<file path="config.mk">
export PLATFORM = sky130hd
export DESIGN_NAME = hazard_fwd_ctrl
export DESIGN_NICKNAME = d
export VERILOG_FILES = /design/src/rtl/hazard_fwd_ctrl_pkg.sv /design/src/rtl/hazard_decode.sv /design/src/rtl/hazard_fwd_ctrl.sv
export SDC_FILE = /design/constraint.sdc
export NUM_CORES = 1
export LEC_CHECK = 0
export ABC_AREA = 0
export CAP_MARGIN = 10
export CORE_MARGIN = 3
export CORE_UTILIZATION = 52
export CTS_CLUSTER_SIZE = 30
export DETAILED_ROUTE_END_ITERATION = 8
export MAX_ROUTING_LAYER = met4
export PLACE_DENSITY = 0.92
export SLEW_MARGIN = 20
export SYNTH_ARGS = -nofsm -noshare
export SYNTH_HDL_FRONTEND = slang
export SYNTH_HIERARCHICAL = 1
export SYNTH_SLANG_ARGS = --single-unit
</file>
<file path="constraint.sdc">
create_clock -name clk -period 10.7 [get_ports clk]
set_input_delay 3.21 -clock clk [delete_from_list [all_inputs] [get_ports clk]]
set_output_delay 3.21 -clock clk [all_outputs]
set_load 0.03 [all_outputs]
</file>
<file path="src/rtl/hazard_fwd_ctrl_pkg.sv">
// Shared opcodes, operand-select encodings, FSM states and shadow record for hazard_fwd_ctrl.
// Latency: none (declarations only).
// Backpressure: none (declarations only).
package hazard_fwd_ctrl_pkg;

  // RV32 major opcodes the hazard logic needs to tell apart
  localparam logic [6:0] OPC_LUI    = 7'b0110111;
  localparam logic [6:0] OPC_AUIPC  = 7'b0010111;
  localparam logic [6:0] OPC_JAL    = 7'b1101111;
  localparam logic [6:0] OPC_BRANCH = 7'b1100011;
  localparam logic [6:0] OPC_LOAD   = 7'b0000011;
  localparam logic [6:0] OPC_STORE  = 7'b0100011;
  localparam logic [6:0] OPC_OP     = 7'b0110011;
  localparam logic [6:0] OPC_SYSTEM = 7'b1110011;

  // funct3 bit that marks the CSR-immediate forms (rs1 field is a zimm)
  localparam int FNC3_CSR_IMM_BIT = 2;

  // Operand source selects for s2
  localparam logic [1:0] SEL_RF  = 2'b10;
  localparam logic [1:0] SEL_ALU = 2'b00;
  localparam logic [1:0] SEL_LD  = 2'b01;

  typedef enum logic {
    ST_RUN    = 1'b0,
    ST_LSTALL = 1'b1
  } fsm_t;

  // Fields shadowed for each of s2 and s3
  typedef struct packed {
    logic       vld;
    logic [4:0] rd;
    logic       reg_write;
    logic       is_load;
  } shadow_t;

  function automatic logic [1:0] fwd_sel(input logic hit, input logic is_load);
    if (!hit) return SEL_RF;
    return is_load ? SEL_LD : SEL_ALU;
  endfunction

endpackage

</file>
<file path="src/rtl/hazard_decode.sv">
// Field/usage decode of one instruction word for hazard detection.
// Latency: purely combinational.
// Backpressure: none.
module hazard_decode
  import hazard_fwd_ctrl_pkg::*;
(
  input  logic [31:0] i_instr,
  output logic [4:0]  o_rs1,
  output logic [4:0]  o_rs2,
  output logic [4:0]  o_rd,
  output logic        o_uses_rs1,
  output logic        o_uses_rs2,
  output logic        o_reg_write,
  output logic        o_is_load
);

  logic [6:0] w_opc;
  logic       w_unused;

  assign w_opc    = i_instr[6:0];
  assign o_rd     = i_instr[11:7];
  assign o_rs1    = i_instr[19:15];
  assign o_rs2    = i_instr[24:20];
  // funct7 and the low funct3 bits never affect hazards
  assign w_unused = ^{i_instr[31:25], i_instr[13:12]};

  // Classify which register fields are real sources / destinations
  always_comb begin
    o_uses_rs1  = 1'b1;
    o_uses_rs2  = 1'b0;
    o_reg_write = 1'b1;
    o_is_load   = 1'b0;
    case (w_opc)
      OPC_LUI, OPC_AUIPC, OPC_JAL: o_uses_rs1 = 1'b0;
      OPC_SYSTEM: o_uses_rs1 = ~i_instr[12 + FNC3_CSR_IMM_BIT];
      OPC_OP:     o_uses_rs2 = 1'b1;
      OPC_STORE, OPC_BRANCH: begin
        o_uses_rs2  = 1'b1;
        o_reg_write = 1'b0;
      end
      OPC_LOAD:   o_is_load = 1'b1;
      default: ;
    endcase
    // x0 is never a real destination
    if (o_rd == 5'd0) o_reg_write = 1'b0;
  end

endmodule

</file>
<file path="src/rtl/hazard_fwd_ctrl.sv">
// Operand-forward selects plus load-use stall / redirect flush control for a 3-stage core.
// Latency: selects registered one cycle (valid with consumer in s2); stall/bubble/flush combinational.
// Backpressure: stall_ext freezes all state and holds s1; load-use inserts LOAD_USE_STALL bubbles.
module hazard_fwd_ctrl
  import hazard_fwd_ctrl_pkg::*;
#(
  parameter int LOAD_USE_STALL = 1,
  parameter int PERF_W         = 32
) (
  input  logic              clk,
  input  logic              rst,
  input  logic [31:0]       instruction_s1,
  input  logic              redirect_s2,
  input  logic              stall_ext,
  output logic [1:0]        rs1_sel,
  output logic [1:0]        rs2_sel,
  output logic              stall_s1,
  output logic              bubble_s2,
  output logic              flush_s1,
  output logic              valid_s2,
  output logic              valid_s3,
  output logic [PERF_W-1:0] stall_cnt,
  output logic [PERF_W-1:0] flush_cnt
);

  // Bubble counter only needs to hold LOAD_USE_STALL-1
  localparam int CNT_W = (LOAD_USE_STALL > 2) ? $clog2(LOAD_USE_STALL) : 1;
  localparam logic [CNT_W-1:0] CNT_ENTRY =
    CNT_W'((LOAD_USE_STALL > 0) ? LOAD_USE_STALL - 1 : 0);

  logic [4:0]        w_rs1, w_rs2, w_rd;
  logic              w_uses_rs1, w_uses_rs2, w_reg_write, w_is_load;
  logic              w_hit1, w_hit2, w_load_hit;
  logic [1:0]        w_sel1, w_sel2;
  shadow_t           w_s1;
  fsm_t              r_state, w_state_nxt;
  logic [CNT_W-1:0]  r_cnt, w_cnt_nxt;
  logic              w_lu_stall, w_flush, w_stall;
  shadow_t           r_s2, r_s3;
  logic [1:0]        r_rs1_sel, r_rs2_sel;
  logic [PERF_W-1:0] r_stall_cnt, r_flush_cnt;
  logic              w_unused_s3;

  hazard_decode u_dec (
    .i_instr     (instruction_s1),
    .o_rs1       (w_rs1),
    .o_rs2       (w_rs2),
    .o_rd        (w_rd),
    .o_uses_rs1  (w_uses_rs1),
    .o_uses_rs2  (w_uses_rs2),
    .o_reg_write (w_reg_write),
    .o_is_load   (w_is_load)
  );

  assign w_s1 = '{vld: 1'b1, rd: w_rd, reg_write: w_reg_write, is_load: w_is_load};

  // Only s2 producers matter: s3 results reach the regfile before s1 reads it
  assign w_hit1 = r_s2.vld & r_s2.reg_write & (r_s2.rd == w_rs1) & w_uses_rs1 & (w_rs1 != 5'd0);
  assign w_hit2 = r_s2.vld & r_s2.reg_write & (r_s2.rd == w_rs2) & w_uses_rs2 & (w_rs2 != 5'd0);
  assign w_load_hit = (w_hit1 | w_hit2) & r_s2.is_load;
  assign w_sel1 = fwd_sel(w_hit1, r_s2.is_load);
  assign w_sel2 = fwd_sel(w_hit2, r_s2.is_load);

  // FSM next state and pipe controls; priority rst > stall_ext > redirect > load-use
  always_comb begin
    w_state_nxt = r_state;
    w_cnt_nxt   = r_cnt;
    w_lu_stall  = 1'b0;
    w_flush     = 1'b0;
    w_stall     = 1'b0;
    if (rst) begin
      w_state_nxt = ST_RUN;
    end else if (stall_ext) begin
      w_stall = 1'b1;
    end else if (redirect_s2) begin
      w_flush     = 1'b1;
      w_state_nxt = ST_RUN;
      w_cnt_nxt   = '0;
    end else if (r_state == ST_LSTALL) begin
      if (r_cnt != '0) begin
        w_lu_stall = 1'b1;
        w_cnt_nxt  = r_cnt - CNT_W'(1);
      end else begin
        w_state_nxt = ST_RUN;
      end
    end else if ((LOAD_USE_STALL > 0) && w_load_hit) begin
      w_lu_stall  = 1'b1;
      w_state_nxt = ST_LSTALL;
      w_cnt_nxt   = CNT_ENTRY;
    end
    w_stall = w_stall | w_lu_stall;
  end

  assign stall_s1  = w_stall;
  assign bubble_s2 = w_lu_stall;
  assign flush_s1  = w_flush;

  // Shadow pipe, registered selects, FSM state and perf counters
  always_ff @(posedge clk) begin
    if (rst) begin
      r_state     <= ST_RUN;
      r_cnt       <= '0;
      r_s2        <= '0;
      r_s3        <= '0;
      r_rs1_sel   <= SEL_RF;
      r_rs2_sel   <= SEL_RF;
      r_stall_cnt <= '0;
      r_flush_cnt <= '0;
    end else if (!stall_ext) begin
      r_state <= w_state_nxt;
      r_cnt   <= w_cnt_nxt;
      r_s3    <= r_s2;
      if (w_lu_stall) r_stall_cnt <= r_stall_cnt + PERF_W'(1);
      if (w_flush)    r_flush_cnt <= r_flush_cnt + PERF_W'(1);
      if (w_lu_stall || w_flush) begin
        // s2 receives a NOP; its selects are don't-care, park them on the regfile
        r_s2      <= '0;
        r_rs1_sel <= SEL_RF;
        r_rs2_sel <= SEL_RF;
      end else begin
        r_s2      <= w_s1;
        r_rs1_sel <= w_sel1;
        r_rs2_sel <= w_sel2;
      end
    end
  end

  assign rs1_sel     = r_rs1_sel;
  assign rs2_sel     = r_rs2_sel;
  assign valid_s2    = r_s2.vld;
  assign valid_s3    = r_s3.vld;
  assign stall_cnt   = r_stall_cnt;
  assign flush_cnt   = r_flush_cnt;
  assign w_unused_s3 = ^{r_s3.rd, r_s3.reg_write, r_s3.is_load};

endmodule

</file>
# Word-level counts from Yosys, hierarchy flattened
# Index checks and enable logic that the tools add are counted.
[word_totals]
out_inout_bits = 73
elab_cells = 73
register_bits = 79
input_bits = 36
[classes]
addsub = 3
n_bitwise = 12
muxes = 26
eq_ne = 10
reduce_logical = 11
[ops]
columns = ["op", "n"]
rows = [
  ["adder 32 x 1 -> 32 bit (second input constant)", 2],
  ["== test 7 x 6 -> 1 bit (second input constant)", 3],
  ["== test 7 bit (second input constant)", 3],
  ["two-way mux 1 bit", 20],
  ["== test 5 bit", 2],
  ["nonzero test 5 bit", 2],
  ["AND 1 bit", 8],
  ["two-way mux 2 bit", 4],
  ["two-way mux 8 bit", 1],
  ["== test 7 x 2 -> 1 bit (second input constant)", 1],
  ["== test 7 x 5 -> 1 bit (second input constant)", 1],
  ["AND reduction 2 bit", 3],
  ["OR reduction 3 bit", 2],
  ["zero test 5 bit", 1],
  ["nonzero test 3 bit", 1],
  ["inverter 1 bit", 2],
  ["OR 1 bit", 2],
  ["case mux 1 bit (2 select lines)", 1],
  ["OR reduction 2 bit", 1],
  ["logical OR 1 bit", 1],
  ["subtractor 1 bit (second input constant)", 1],
]

# Depth between registers and ports, before layout
# Gate-level depths: netlist of run 1.
[depth]
ltp_word = 14
mapped_depth = 11
mapped_depth_nobuf = 9

# Modules after synthesis
# Netlist of run 1, hierarchy kept.
[modules_own_cells]
columns = ["mod", "cells_per_inst", "instances", "area_per_inst_um2", "seq_area_each_um2"]
rows = [
  ["hazard_fwd_ctrl", 420, 1, 3654.8, 1561.5],
  ["hazard_decode", 28, 1, 192.7, 0.0],
]

# Worst setup path before layout of run 1
# No wires, ideal clock.
[synth_path]
path_type = "input port to output port"
startpoint = "in instruction_s1[6]"
endpoint = "out stall_s1"
slack_ns = 2.564
t_arrival_ns = 4.926
cell_stages = 10
n_path_buf = 3
required_time_ns = 7.490
path_cell_list = "and4b_1 a21oi_1 o22a_1 nand4_1 a211o_1 a21o_2 buf_6 buf_6 buf_2 nand2_1"
[synth_via]
elab_chain_len = 13
word_cells_on_any_way = 23
cone_classes = "eq/ne (7); mux (7); bitwise (7); reduce/logical (2)"
[synth_lines]
columns = ["item", "line_no", "text"]
rows = [
  ["start: declaration", "hazard_fwd_ctrl.sv:12", "input logic [31:0] instruction_s1,"],
  ["== test 7 x 6 -> 1 bit (tied with other cells)", "hazard_decode.sv:33", "case (w_opc)"],
  ["OR reduction 3 bit", "hazard_decode.sv:33", ""],
  ["case mux 1 bit (2 select lines) (*)", "hazard_decode.sv:33", ""],
  ["net w_uses_rs1", "hazard_fwd_ctrl.sv:32", "logic w_uses_rs1, w_uses_rs2, w_reg_write, w_is_load;"],
  ["AND 1 bit (*) (2 in series)", "hazard_fwd_ctrl.sv:58", "assign w_hit1 = r_s2.vld & r_s2.reg_write & (r_s2.rd == w_rs1) & w_uses_rs1 & (w_rs1 != 5'd0);"],
  ["OR 1 bit (*)", "hazard_fwd_ctrl.sv:60", "assign w_load_hit = (w_hit1 | w_hit2) & r_s2.is_load;"],
  ["AND 1 bit (*)", "hazard_fwd_ctrl.sv:60", ""],
  ["two-way mux 1 bit (*)", "hazard_fwd_ctrl.sv:86", "end else if ((LOAD_USE_STALL > 0) && w_load_hit) begin"],
  ["two-way mux 1 bit (*)", "hazard_fwd_ctrl.sv:79", "end else if (r_state == ST_LSTALL) begin"],
  ["two-way mux 1 bit (*)", "hazard_fwd_ctrl.sv:75", "end else if (redirect_s2) begin"],
  ["two-way mux 1 bit (*)", "hazard_fwd_ctrl.sv:73", "end else if (stall_ext) begin"],
  ["two-way mux 1 bit (*)", "hazard_fwd_ctrl.sv:71", "if (rst) begin"],
  ["OR 1 bit (*)", "hazard_fwd_ctrl.sv:91", "w_stall = w_stall | w_lu_stall;"],
  ["end: declaration", "hazard_fwd_ctrl.sv:17", "output logic stall_s1,"],
]
# The timed path passes the listed nets; every way through them passes the cells marked *.

# Worst setup path in the final report of run 1
[layout_path]
startpoint = "in instruction_s1[4]"
endpoint = "out bubble_s2"
[layout_via]
elab_chain_len = 12
word_cells_on_any_way = 22
cone_classes = "eq/ne (7); mux (7); bitwise (6); reduce/logical (2)"
[layout_lines]
columns = ["item", "line_no", "text"]
rows = [
  ["== test 7 x 6 -> 1 bit (tied with other cells)", "hazard_decode.sv:33", ""],
  ["OR reduction 3 bit", "hazard_decode.sv:33", ""],
  ["case mux 1 bit (2 select lines) (*)", "hazard_decode.sv:33", ""],
  ["net w_uses_rs1", "hazard_fwd_ctrl.sv:32", ""],
  ["AND 1 bit (*) (2 in series)", "hazard_fwd_ctrl.sv:58", ""],
  ["OR 1 bit (*)", "hazard_fwd_ctrl.sv:60", ""],
  ["AND 1 bit (*)", "hazard_fwd_ctrl.sv:60", ""],
  ["two-way mux 1 bit (*)", "hazard_fwd_ctrl.sv:86", ""],
  ["two-way mux 1 bit (*)", "hazard_fwd_ctrl.sv:79", ""],
  ["two-way mux 1 bit (*)", "hazard_fwd_ctrl.sv:75", ""],
  ["two-way mux 1 bit (*)", "hazard_fwd_ctrl.sv:73", ""],
  ["two-way mux 1 bit (*)", "hazard_fwd_ctrl.sv:71", ""],
  ["end: declaration", "hazard_fwd_ctrl.sv:18", "output logic bubble_s2,"],
]
# Marks and branches as above.

==> results of run 1 <==
cells in the final DEF, fill, tap and decap left out, types with 2 or more instances in the layout:
cell / netlist / layout
nand2_1: 31 / 31
ha_1: 2 / 2
clkinv_2: 0 / 2
or3_1: 17 / 17
clkdlybuf4s50_1: 0 / 98
xnor2_1: 22 / 22
buf_4: 17 / 2
o21ai_0: 20 / 20
nand2b_1: 2 / 2
a2111oi_2: 2 / 2
nand3_1: 21 / 21
a211o_1: 2 / 2
or4_1: 16 / 16
clkbuf_1: 11 / 2
o31ai_1: 15 / 15
nor2b_1: 3 / 3
a32oi_1: 7 / 7
bufinv_16: 0 / 2
and3_1: 8 / 8
and2_1: 2 / 2
nor2_1: 47 / 47
clkbuf_8: 0 / 10
a21oi_1: 36 / 36
xor2_1: 13 / 13
mux2i_1: 4 / 4
nand4_1: 20 / 20
dfxtp_1: 78 / 78
a2111oi_0: 2 / 2
inv_1: 11 / 11
and4_1: 5 / 5
o22a_1: 4 / 4
nor3_1: 2 / 2
nor4_1: 2 / 2
o41ai_1: 2 / 2
cell type report:
cell class              instances  area share, %
well taps                      96           2.43
clock buffers                  12           2.93
inverters                      12          0.910
multi-input cells             321           40.5
flip-flops and latches         78           31.5
clock inverters                 4           1.42
repair buffers                101           20.2
kinds of logic after synthesis:
| logic type | Yosys count | synth area share, % |
|---|---|---|
| buffers and inverters | 49 | 7.25 |
| xor gates and xnor gates | 35 | 7.97 |
| adders and majority gates | 2 | 0.650 |
| muxes | 4 | 1.04 |
| AOI/OAI and AO/OA | 94 | 15.8 |
| DFF | 78 | 40.6 |
| and+or+nand+nor | 186 | 26.7 |
state kept, by name, indices dropped and copies added (netlist names):
register	cells
flush_cnt	32
stall_cnt	32
r_s2	7
rs1_sel	2
rs2_sel	2
r_state	1
valid_s2	1
valid_s3	1
worst max path at each step:
stage	startpoint	end	slack (ps)	cells past startpoint
global placement	instruction_s1[4]	bubble_s2	1310	9
finish	instruction_s1[4]	bubble_s2	1190	9
floorplan	instruction_s1[6]	stall_s1	2560	10
detailed placement	instruction_s1[4]	bubble_s2	1230	9
CTS	instruction_s1[4]	bubble_s2	1230	9
global route	instruction_s1[4]	bubble_s2	990	9
stage by stage:
stage	std cells	worst slack, ps	power, W	instance area, um2
floorplan	448	2560	0.000320	3850
global placement	608	1310	0.000331	4730
detailed placement	608	1230	0.000332	4730
CTS	624	1230	0.000567	4950
global route	624	994	0.000581	4950
finish	624	1190	0.000564	4950
tightest hold or removal path, stage by stage (launching register included):
cell     delay, ps
dfxtp_1        330
nand2_1         40
o21ai_0         50
where the power goes:
part           switching (W)  total (W)  internal (W)
clock               0.000101   0.000238      0.000137
sequential        0.00000200   0.000294      0.000292
combinational      0.0000161  0.0000318     0.0000158
routing by layer:
layer / GRT usage (%) / routed length, um
met5: - / 0
met4: 9.65 / 189
met3: 4.35 / 633
met2: 37.9 / 4690
met1: 28.8 / 4070
==> impl_results.md, run 1 <==
- Status: completed
- Pins Over Slew Limit: 0
- Area Overhead vs Synth: 28.7%
- TritonRoute pass-1 iters: 5
- RSZ-0062 raised after global routing: no
- Sequential area share after synthesis: between 40 and 50%
- WL/cell: 15.3 um
- Yosys warns: 6
- Global-route wire length before repair: 16,000 um
- Vias: around 3,700
- Count of flip-flops with a built-in enable after synthesis: 0
- Post-synthesis register bit count: slightly below 80
- Number of distinct library cells after synthesis: 49
- Iteration-0 DRC Markers: about 210
- Leakage Power: between 1.5 and 2 nW
- Most common cell in the synthesized netlist: dfxtp_1
- Reg2Reg Capture Point: stall_cnt[13]
- Power Density: between 100 and 150 mW/mm2
- CP delay by family, top: buffers and inverters
- Fin crit period: about 9500 ps
- Async set-reset flop share out of synthesis: 0%
- Tot GR Track Use: about a quarter
- Post-cts sizing count: 0
- Crit path cell chain: clkdlybuf4s50_1, and4b_1, a21oi_1, o22a_1, nand4_1, a211o_1, a21o_2, clkinv_1, clkdlybuf4s50_1
- Final setup viols: 0
- CTS tree: done
- Highest Clock Rate: approximately 0.11 GHz
- Worst path slowest cell: clkdlybuf4s50_1
- Worst hold path depth: 2
- Sequential Area: between 0.0015 and 0.002 mm2
- Worst-Skew Late Latency: roughly 340 ps
- Multi-input logic area: about 0.0020 mm2
- Final core utilization: 70.9%
- I/O pin count: about 110
- Number of clock sinks: 78
- # fillers: between 500 and 600
- Layout cells sized above 1: 5.11%
- Routed WL: ~9600 um
- TNS Setup: 0 ps
- Routed vias/inst: ~5.9
- Mean area per synthesized cell: between 8 and 9 um2
- Hold Vio Cnt, Final: 0
- Reg2Reg Depth: 7
- Primary FF master, synth: dfxtp_1
- Count of input and output buffers: 99
- Post-Syn Instances: between 400 and 500
- CTS buffer count: 9
- Final Wtd Congestion: around 0.84
- Die ar.: around 0.0085 mm2
- Post-CTS Setup Inserts: 0
- Gr ovfl total: 0
- Hold Path Origin: rs2_sel[0]
- Clock Tree Root: clkbuf_8
- R2r startpoint: r_s2[3]
- R2R setup slack: approximately 8100 ps
- Hold_ws: between 400 and 500 ps
- Worst hold endpoint: rs2_sel[0]
- CP Data Arrival Time: 6300 ps
- NumNets Final: ~560
- Worst EP required: roughly 7500 ps
- Initial core utilization: a little under three fifths
- Maxcap violations: 0
- Max incr delay on CP: 690 ps
- CP Capture Type: output port
- Core area: 0.00698 mm2
- N_diodes: 0
- Skew final: around 8.4 ps
- Top-area cell type share of the netlist area: 40.6%
- Mapped cell area: just under 0.004 mm2
- Antenna viol nets, final: 0
- CP dominant cell by count: clkdlybuf4s50_1
- Post-synth top area cell: dfxtp_1
- H-tree Lvls: 3
- Fin crit share: between 80 and 90%
- Die width: just over 90 um
- Maximum vdd drop: 74.2 uV
- Crit path launch type: primary input
- DIE HEIGHT: roughly 92 um
- CTS clock-pin slew for the worst setup and hold paths: ~70 ps
- Vias in the first global route: approximately 3,500
- HP Class: flop to flop
- Worst Setup Path Type: primary input to output port
- Residual DRC: 0
- Hold buffers post-CTS: 0
- Dpl hpwl: roughly 6600 um
- Standard-cell row count: 30
- Syn nets: between 400 and 500
- Worst slew margin: a little under half
- Slew @ Worst Pin: 804 ps
- Dominant cells by area after synthesis: dfxtp_1 (41%), xnor2_1 (5.0%), a21oi_1 (4.7%)
- Synth cell count leaders: dfxtp_1 (78), nor2_1 (47), a21oi_1 (36), nand2_1 (31), xnor2_1 (22)
- Critical path fanouts, max: 31
- Buf/Inv on CP: 3
- Clock Path Buffers: 2
- Initial antenna violation count: 0
- Largest net degree at the start of global routing: between 70 and 80
(Power assumes the default switching activity.)
==> run 2, diff against run 1 <==
Settings changed: CTS_BUF_LIST from default to sky130_fd_sc_hd__clkbuf_8 sky130_fd_sc_hd__clkbuf_16.
==> impl_results.md, run 2 (same netlist as run 1, synthesis figures left out) <==
- HP Class: flop to flop
- I/O pin count: 109
- Pins Over Slew Limit: 0
- DIE HEIGHT: roughly 92 um
- Leakage Power: roughly 1.6 nW
- Worst Setup Path Type: primary input to output port
- Die ar.: ~0.0085 mm2
- Fin crit share: between 80% and 90%
- Worst-Skew Late Latency: approximately 340 ps
- Tot GR Track Use: a little under a quarter
- Slew @ Worst Pin: ~800 ps
- Layout cells sized above 1: a little over 5%
- TNS Setup: 0 ps
- Post-CTS Setup Inserts: 0
- Most frequent cells in the layout: clkdlybuf4s50_1 (98), dfxtp_1 (78), nor2_1 (47), a21oi_1 (36), nand2_1 (31)
- Final setup viols: 0
- Dpl hpwl: around 6600 um
- # fillers: 557
- Core area: between 0.006 and 0.007 mm2
- Highest Clock Rate: around 0.10 GHz
- Status: completed
- Max incr delay on CP: ~700 ps
- CP Capture Type: output port
- Gr ovfl total: 0
- CTS tree: done
- Global-route wire length before repair: roughly 16,000 um
- WL/cell: between 15 and 20 um
- TritonRoute pass-1 iters: 5
- Die width: 92.0 um
- Largest net degree at the start of global routing: 79
- N_diodes: 0
- Most common cell after layout, fill and taps aside: clkdlybuf4s50_1
- Worst slew margin: between 40% and 50%
- Residual DRC: 0
- Routed WL: roughly 9600 um
- Area Overhead vs Synth: 28.7%
- Buf/Inv on CP: 3
- Maximum vdd drop: 73.9 uV
- Vias in the first global route: between 3,000 and 4,000
- RSZ-0062 raised after global routing: no
- Skew final: ~9.5 ps
- Final core utilization: between 70 and 80%
- Count of input and output buffers: 99
- Clock Path Buffers: 2
- Clock Tree Root: clkbuf_8
- Initial core utilization: a little under three fifths
- Antenna viol nets, final: 0
- Post-cts sizing count: 0
- Routed vias/inst: approximately 5.9
- Power Density: about 110 mW/mm2
- CTS clock-pin slew for the worst setup and hold paths: approximately 70 ps
- Worst path slowest cell: clkdlybuf4s50_1
- CP delay by family, top: buffers and inverters
- Hold Vio Cnt, Final: 0
- NumNets Final: around 560
- Crit path cell chain: clkdlybuf4s50_1, and4b_1, a21oi_1, o22a_1, nand4_1, a211o_1, a21o_2, clkinv_1, clkdlybuf4s50_1
- H-tree Lvls: 3
- CTS buffer count: 9
- Hold_ws: 453 ps
- Fin crit period: around 9500 ps
- Worst EP required: approximately 7500 ps
- Final Wtd Congestion: approximately 0.84
- Iteration-0 DRC Markers: between 200 and 250
- Maxcap violations: 0
- Number of clock sinks: 78
- Critical path fanouts, max: 31
- CP Data Arrival Time: ~6300 ps
- Vias: around 3,700
- Initial antenna violation count: 0
- CP dominant cell by count: clkdlybuf4s50_1
- Crit path launch type: primary input
- Hold buffers post-CTS: 0
- Standard-cell row count: 30
==> run 2: changes by cell type in the layout (fill, tap and decap cells not counted) <==
cell	previous run	this run
clkbuf_1	2	0
inv_1	11	13
==> run 2: worst paths after layout <==
check	to	from	depth (start not counted)	slack (ps)
worst min register to register	rs2_sel[0]	rs2_sel[0]	2	450
worst min-delay path	rs2_sel[0]	rs2_sel[0]	2	450
worst max register to register	stall_cnt[13]	r_s2[3]	7	8090
worst max-delay path	bubble_s2	instruction_s1[4]	9	1170
==> run 2: report_power, final <==
group          switching (W)  internal (W)  leakage, nW
sequential        0.00000200      0.000292        0.629
combinational      0.0000160     0.0000158        0.816
clock               0.000101      0.000135        0.119
==> run 2: layout make-up <==
cell class / count / area (um2) / share of cell area [%]
repair buffers: 101 / 1000 / 20.2
well taps: 96 / 120 / 2.43
multi-input cells: 321 / 2010 / 40.5
flip-flops and latches: 78 / 1560 / 31.5
clock buffers: 10 / 138 / 2.78
clock inverters: 6 / 77.6 / 1.57
inverters: 12 / 45.0 / 0.910
==> run 2: routing by layer <==
layer	part of all wire (%)	track usage, %	up-vias
met5	0	-	-
met4	2.0	9.65	0
met3	6.2	4.35	18
met2	49	37.9	142
met1	43	28.8	1773
li1	-	-	1778
==> run 2: tightest hold or removal path, cell delays in order (launching register included) <==
cell and delay [ps]:
dfxtp_1 330, nand2_1 40, o21ai_0 50
==> run 2: through the flow <==
stage / std cells / worst slack [ps] / area [um2] / power, W
floorplan: 448 / 2560 / 3850 / 0.000320
global placement: 608 / 1310 / 4730 / 0.000331
detailed placement: 608 / 1230 / 4730 / 0.000332
CTS: 624 / 1230 / 4950 / 0.000565
global route: 624 / 994 / 4950 / 0.000580
finish: 624 / 1170 / 4950 / 0.000562
==> run 3, diff against run 2 <==
Settings changed: CTS_CLUSTER_DIAMETER from default to 50.
==> results of run 3 <==
No change in the layout: final DEF, timing and power equal those of run 2.
